**src/rtl/wb_pkg.sv**
```systemverilog
`default_nettype none
// ============================================================================
// Module   : wb_pkg
// Purpose  : Shared constants and types for the writeback / register file
//            slice: geometry, register index type, NZCV flag struct and
//            the dual-slot commit priority.
// Revision : 1.0 - initial release
// ============================================================================
package wb_pkg;

  localparam int NREGS  = 8;
  localparam int DATA_W = 32;
  localparam int ADDR_W = 3;

  typedef logic [ADDR_W-1:0] reg_idx_t;

  typedef struct packed {
    logic n;
    logic z;
    logic c;
    logic v;
  } nzcv_t;

  // When both slots target the same register, slot 2 (load result) commits.
  localparam bit SLOT2_WINS = 1'b1;

endpackage
`default_nettype wire

```
**src/rtl/wb_flag_reg.sv**
```systemverilog
`default_nettype none
// ============================================================================
// Module   : wb_flag_reg
// Purpose  : 4-bit NZCV architectural flag register. Each bit loads from
//            its own enable and holds otherwise. Async active-low reset.
// Revision : 1.0 - initial release
// ============================================================================
module wb_flag_reg
  import wb_pkg::*;
(
  input  logic  clk,
  input  logic  reset,
  input  nzcv_t en,
  input  nzcv_t d,
  output nzcv_t q
);

  // Per-bit conditional load; disabled bits keep their value.
  always_ff @(posedge clk or negedge reset) begin
    if (!reset) begin
      q <= '0;
    end else begin
      if (en.n) q.n <= d.n;
      if (en.z) q.z <= d.z;
      if (en.c) q.c <= d.c;
      if (en.v) q.v <= d.v;
    end
  end

endmodule
`default_nettype wire

```
**src/rtl/wb_regfile.sv**
```systemverilog
`default_nettype none
// ============================================================================
// Module   : wb_regfile
// Purpose  : Writeback stage architectural state. Commits up to two register
//            results per cycle into an NREGS x DATA_W register file (slot 2
//            wins on a same-destination collision), updates NZCV, and serves
//            four combinational decode read ports.
// Config   : WB_BYPASS_EN - when defined, same-cycle writes are forwarded to
//            all read ports and flag outputs (write-before-read).
// Revision : 1.0 - initial release
// ============================================================================
module wb_regfile
  import wb_pkg::*;
#(
  parameter int NREGS  = wb_pkg::NREGS,
  parameter int DATA_W = wb_pkg::DATA_W,
  parameter int ADDR_W = wb_pkg::ADDR_W
) (
  input  logic              clk,
  input  logic              reset,
  input  logic              p3_regWrite1,
  input  logic [ADDR_W-1:0] p3_writeReg1,
  input  logic [DATA_W-1:0] p3_aluOut,
  input  logic              p3_regWrite2,
  input  logic [ADDR_W-1:0] p3_writeReg2,
  input  logic [DATA_W-1:0] p3_memOut,
  input  logic              p3_NFlagWrite,
  input  logic              p3_ZFlagWrite,
  input  logic              p3_CFlagWrite,
  input  logic              p3_VFlagWrite,
  input  logic              p3_neg,
  input  logic              p3_zero,
  input  logic              p3_carry,
  input  logic              p3_overflow,
  input  logic [ADDR_W-1:0] rn1,
  input  logic [ADDR_W-1:0] rn2,
  input  logic [ADDR_W-1:0] rn3,
  input  logic [ADDR_W-1:0] rn4,
  output logic [DATA_W-1:0] regOut1,
  output logic [DATA_W-1:0] regOut2,
  output logic [DATA_W-1:0] regOut3,
  output logic [DATA_W-1:0] regOut4,
  output logic              flagN,
  output logic              flagZ,
  output logic              flagC,
  output logic              flagV,
  output logic              wbBusy
);

  logic [DATA_W-1:0] regs [NREGS];
  nzcv_t             flag_en;
  nzcv_t             flag_d;
  nzcv_t             flag_q;

  assign flag_en = '{n: p3_NFlagWrite, z: p3_ZFlagWrite, c: p3_CFlagWrite, v: p3_VFlagWrite};
  assign flag_d  = '{n: p3_neg,        z: p3_zero,       c: p3_carry,      v: p3_overflow};

  // Busy whenever either slot commits this cycle.
  assign wbBusy = p3_regWrite1 | p3_regWrite2;

  for (genvar i = 0; i < NREGS; i++) begin : g_reg
    logic hit1_raw;
    logic hit2_raw;
    logic hit1;
    logic hit2;

    assign hit1_raw = p3_regWrite1 && (p3_writeReg1 == ADDR_W'(i));
    assign hit2_raw = p3_regWrite2 && (p3_writeReg2 == ADDR_W'(i));
    // Losing slot of a collision is dropped entirely.
    assign hit1 = hit1_raw && !(SLOT2_WINS && hit2_raw);
    assign hit2 = hit2_raw && !(!SLOT2_WINS && hit1_raw);

    // One register entry: reset clears, otherwise load from the winning slot.
    always_ff @(posedge clk or negedge reset) begin
      if (!reset) begin
        regs[i] <= '0;
      end else if (hit2) begin
        regs[i] <= p3_memOut;
      end else if (hit1) begin
        regs[i] <= p3_aluOut;
      end
    end
  end

  wb_flag_reg u_flag_reg (
    .clk   (clk),
    .reset (reset),
    .en    (flag_en),
    .d     (flag_d),
    .q     (flag_q)
  );

  // Read one port: stored value, optionally overridden by a same-cycle write.
  function automatic logic [DATA_W-1:0] read_port(input logic [ADDR_W-1:0] a);
    logic [DATA_W-1:0] r;
    r = regs[a];
`ifdef WB_BYPASS_EN
    begin
      logic h1;
      logic h2;
      h1 = p3_regWrite1 && (p3_writeReg1 == a);
      h2 = p3_regWrite2 && (p3_writeReg2 == a);
      if (SLOT2_WINS) begin
        if (h1) r = p3_aluOut;
        if (h2) r = p3_memOut;
      end else begin
        if (h2) r = p3_memOut;
        if (h1) r = p3_aluOut;
      end
      // Forwarded data must not leak out while reset holds the state at zero.
      if (!reset) r = '0;
    end
`endif
    return r;
  endfunction

  // Four combinational decode read ports.
  always_comb begin
    regOut1 = read_port(rn1);
    regOut2 = read_port(rn2);
    regOut3 = read_port(rn3);
    regOut4 = read_port(rn4);
  end

  // Flag outputs follow the same forwarding rule as register reads.
  always_comb begin
    flagN = flag_q.n;
    flagZ = flag_q.z;
    flagC = flag_q.c;
    flagV = flag_q.v;
`ifdef WB_BYPASS_EN
    if (flag_en.n) flagN = flag_d.n;
    if (flag_en.z) flagZ = flag_d.z;
    if (flag_en.c) flagC = flag_d.c;
    if (flag_en.v) flagV = flag_d.v;
    if (!reset) begin
      flagN = 1'b0;
      flagZ = 1'b0;
      flagC = 1'b0;
      flagV = 1'b0;
    end
`endif
  end

endmodule
`default_nettype wire

```
**config.mk**
```make
export PLATFORM = sky130hd
export DESIGN_NAME = wb_regfile
export DESIGN_NICKNAME = d
export VERILOG_FILES = /design/src/rtl/wb_pkg.sv /design/src/rtl/wb_flag_reg.sv /design/src/rtl/wb_regfile.sv
export SDC_FILE = /design/constraint.sdc
export NUM_CORES = 1
export LEC_CHECK = 0
export CAP_MARGIN = 20
export CORE_MARGIN = 3
export CORE_UTILIZATION = 58
export DETAILED_ROUTE_END_ITERATION = 12
export HOLD_SLACK_MARGIN = 0.06
export PLACE_DENSITY = 0.82
export SLEW_MARGIN = 20
export SYNTH_ARGS = -nofsm -noshare
export SYNTH_HDL_FRONTEND = slang
export SYNTH_SLANG_ARGS = --single-unit
```
**constraint.sdc**
```tcl
create_clock -name clk -period 2.75 [get_ports clk]
set_clock_uncertainty 0.15 [all_clocks]
set_input_delay 0.55 -clock clk [delete_from_list [all_inputs] [get_ports clk]]
set_output_delay 0.55 -clock clk [all_outputs]
set_load 0.02 [all_outputs]
```
==> flow_metrics.env, run 1 <==
export IMPL_status="finished, violations left"
export IMPL_violations="setup timing"
export IMPL_worstPathCellList="buf_4 > mux4_2 > mux2_4 > buf_2"
export IMPL_cts_tree="done"
export IMPL_portBuffers=226
export IMPL_route_antenna_remaining_nets=0
export IMPL_power_leakage_nw=10.68
export IMPL_synth_seq_cells=260
export IMPL_post_drt_wl_per_cell_um=29.64
export IMPL_start_util=0.5938
export IMPL_yosysWarnings=0
export IMPL_multiInputGateArea_sq_um=12900
export IMPL_grt_usage=0.3483
export IMPL_syn_nets=1752
export IMPL_area_growth_pct=20.04
export IMPL_clkTransAtPathRegs_ns=0.06
export IMPL_crit_type="flip-flop to primary output"
export IMPL_synthesis_area_sq_um=20710
export IMPL_fmax_mhz=362.8
export IMPL_critPathMaxStageDelay_ns=0.46
export IMPL_cts_sinks=260
export IMPL_die_h_um=195.0
export IMPL_yosysUniqueCellTypes=24
export IMPL_drt_pass1_iterations=6
export IMPL_max_slew_margin=0.6420
export IMPL_slowest_stage="mux4_2"
export IMPL_cts_buffers=29
export IMPL_worst_setup_path_start_kind="flip-flop"
export IMPL_rows=68
export IMPL_rr_worst_depth=4
export IMPL_dieArea_sq_um=38020
export IMPL_syn_avg_cell_area_sq_um=12.49
export IMPL_seq_area_sq_um=6515
export IMPL_grt_max_degree=65
export IMPL_dp_cells=2197
export IMPL_fin_crit_sh=1.002
export IMPL_finalHoldViolCount=0
export IMPL_clock_latency_ns=0.57
export IMPL_setup_violations=1
export IMPL_fillerInstances=2327
export IMPL_die_x_um=195.0
export IMPL_min_period_ns=2.757
export IMPL_dpl_worst_slack_ns=-0.3666
export IMPL_stdcell_area_sq_um=24860
export IMPL_power_density_nw_per_um2=665.8
export IMPL_syn_inst=1658
export IMPL_grt_pass1_wl_mm=102.2
export IMPL_drtIter0Drc=2046
export IMPL_nets=1926
export IMPL_power_mw=16.55
export IMPL_num_vias=16680
export IMPL_antenna_found_initial=6
export IMPL_cp_max_fo=5
export IMPL_ir_drop_mv=0.4789
export IMPL_drv_cap=0
export IMPL_placed_cell_area_sq_um=23600
export IMPL_root_buffer="clkbuf_16"
export IMPL_cp_end_kind="primary output"
export IMPL_wl_mm=68.50
export IMPL_dp_hpwl_mm=40.00
export IMPL_stdcell_count=2311
export IMPL_yosysSeqAreaShare=0.3141
export IMPL_hold_path_class="flip-flop to flip-flop"
export IMPL_drc=0
export IMPL_rsz0062_at_grt="yes"
export IMPL_routed_via_density=7.217
export IMPL_fin_ws_ns=-0.006556
export IMPL_io_pins=227
export IMPL_gp_congestion=0.8531
export IMPL_drive_gt1_frac=0.3438
export IMPL_grt_pass1_vias=16880
export IMPL_hold_path_cell_count=1
export IMPL_setup_tns_ns=-0.006556
export IMPL_grt_ovfl_total=0
export IMPL_worstPathRequired_ns=2.05
export IMPL_core_area_sq_um=34880
export IMPL_drv_slew=0
export IMPL_crit_arrival_ns=2.06
export IMPL_tightest_slew_ns=0.5370
export IMPL_h_tree_depth=1
export IMPL_cts_max_path_buffers=3
[state kept, by name, indices dropped and copies added, names as in the netlist]
| name | flops |
|---|---|
| u_flag_reg.q | 4 |
| regs | 256 |
[through the flow]
step | utilization | hold slack [ns]
final | 0.7128 | 0.3672
after global routing | 0.7128 | 0.3931
after CTS | 0.7161 | 0.3678
after detailed placement | 0.6765 | 0.3539
after global placement | 0.6765 | 0.3429
after floorplan | - | 0.1044
[logic make-up (layout without fill, tap and decap cells)]
family | Yosys count | in the layout | synth area share
AOI/OAI and AO/OA | 256 | 256 | 0.06639
buffers and inverters | 225 | 420 | 0.06035
DFF | 260 | 260 | 0.3141
muxes | 644 | 644 | 0.5037
other | 0 | 3 | 0
and+or+nand+nor | 273 | 273 | 0.05539
[worst paths after layout]
path | from | endpoint | slack, ns
min in group asynchronous | reset | regs[26] | 0.40
max reg2reg | regs[176] | regs[176] | 1.53
min reg2reg | u_flag_reg.q[1] | u_flag_reg.q[1] | 0.37
max | regs[222] | regOut1[30] | -0.007
max in group asynchronous | reset | regs[236] | 1.30
min | u_flag_reg.q[1] | u_flag_reg.q[1] | 0.37
[what timing repair did]
| item | CTS | global route |
|---|---|---|
| endpoints found under the hold margin | 54 | 0 |
| hold buffers | 1 | 0 |
| pin swaps | 0 | 0 |
| setup buffers | 22 | 26 |
| endpoints found under the setup margin | 128 | 95 |
| cloned | 8 | 2 |
| resized for setup | 430 | 140 |
[metal layers]
metal / up-vias / GRT usage / wire length, um
li1: 6763 / - / -
met1: 8184 / 0.4530 / 24230
met2: 1428 / 0.5657 / 32630
met3: 297 / 0.08178 / 8155
met4: 6 / 0.1508 / 3450
met5: - / 0 / 34
[worst max-delay path, delay by kind of cell, from the launching register on]
kind / cells / cell delay, ns
flops: 1 / 0.44
mux: 2 / 0.76
buf+inv: 2 / 0.32
[area by class of cell]
type,instances,share of cell area
well taps,455,0.02290
repair buffers,368,0.1527
flip-flops and latches,260,0.2620
clock inverters,16,0.01077
clock buffers,36,0.03266
multi-input cells,1173,0.5187
diodes,3,0.0003019
[cells in the mapped netlist, drive strengths merged]
master  count  area (sq um)
dfrtp     260          6506
mux2i     256          2562
mux4      256          6366
mux2      132          1505
a21oi     128         640.6
buf       128         884.6
nand2     128         480.5
nor2      128         480.5
o21ai     128         734.5
clkbuf     97         365.4
nand4b      6         52.55
and4bb      3         37.54
nor4bb      3         30.03
nand4       2         12.51
nor4b       2         47.55
or2         1         6.260
[layout by cell type (no fill, tap or decap), drive strengths merged]
cell	Yosys	layout
o21ai	128	128
mux2	132	132
nand4	2	2
mux2i	256	256
and4bb	3	3
clkbuf	97	57
clkinvlp	0	2
bufinv	0	7
nor4b	2	2
clkdlybuf4s15	0	20
nand2	128	128
buf	128	241
mux4	256	256
nand4b	6	6
dlymetal6s2s	0	1
diode	0	3
nor4bb	3	3
or2	1	1
dlygate4sd3	0	1
clkdlybuf4s50	0	84
clkinv	0	7
a21oi	128	128
dfrtp	260	260
nor2	128	128
[power by group]
part	switching [mW]	internal [mW]
clock network	1.69	2.74
logic	2.85	3.47
registers	1.13	4.67
total	5.67	10.9
Note: power is estimated with default switching activity, not from simulation.
==> run 2: changes to the inputs <==
SLEW_MARGIN = 15   (was 20)
==> results of run 2 <==
Final layout, timing and power as in run 1 (identical DEF).
==> run 3: changes to the inputs <==
GPL_ROUTABILITY_DRIVEN = 0   (was not set)
SLEW_MARGIN = not set   (was 15)
==> results of run 3 <==
Final layout, timing and power as in run 1 (identical DEF).
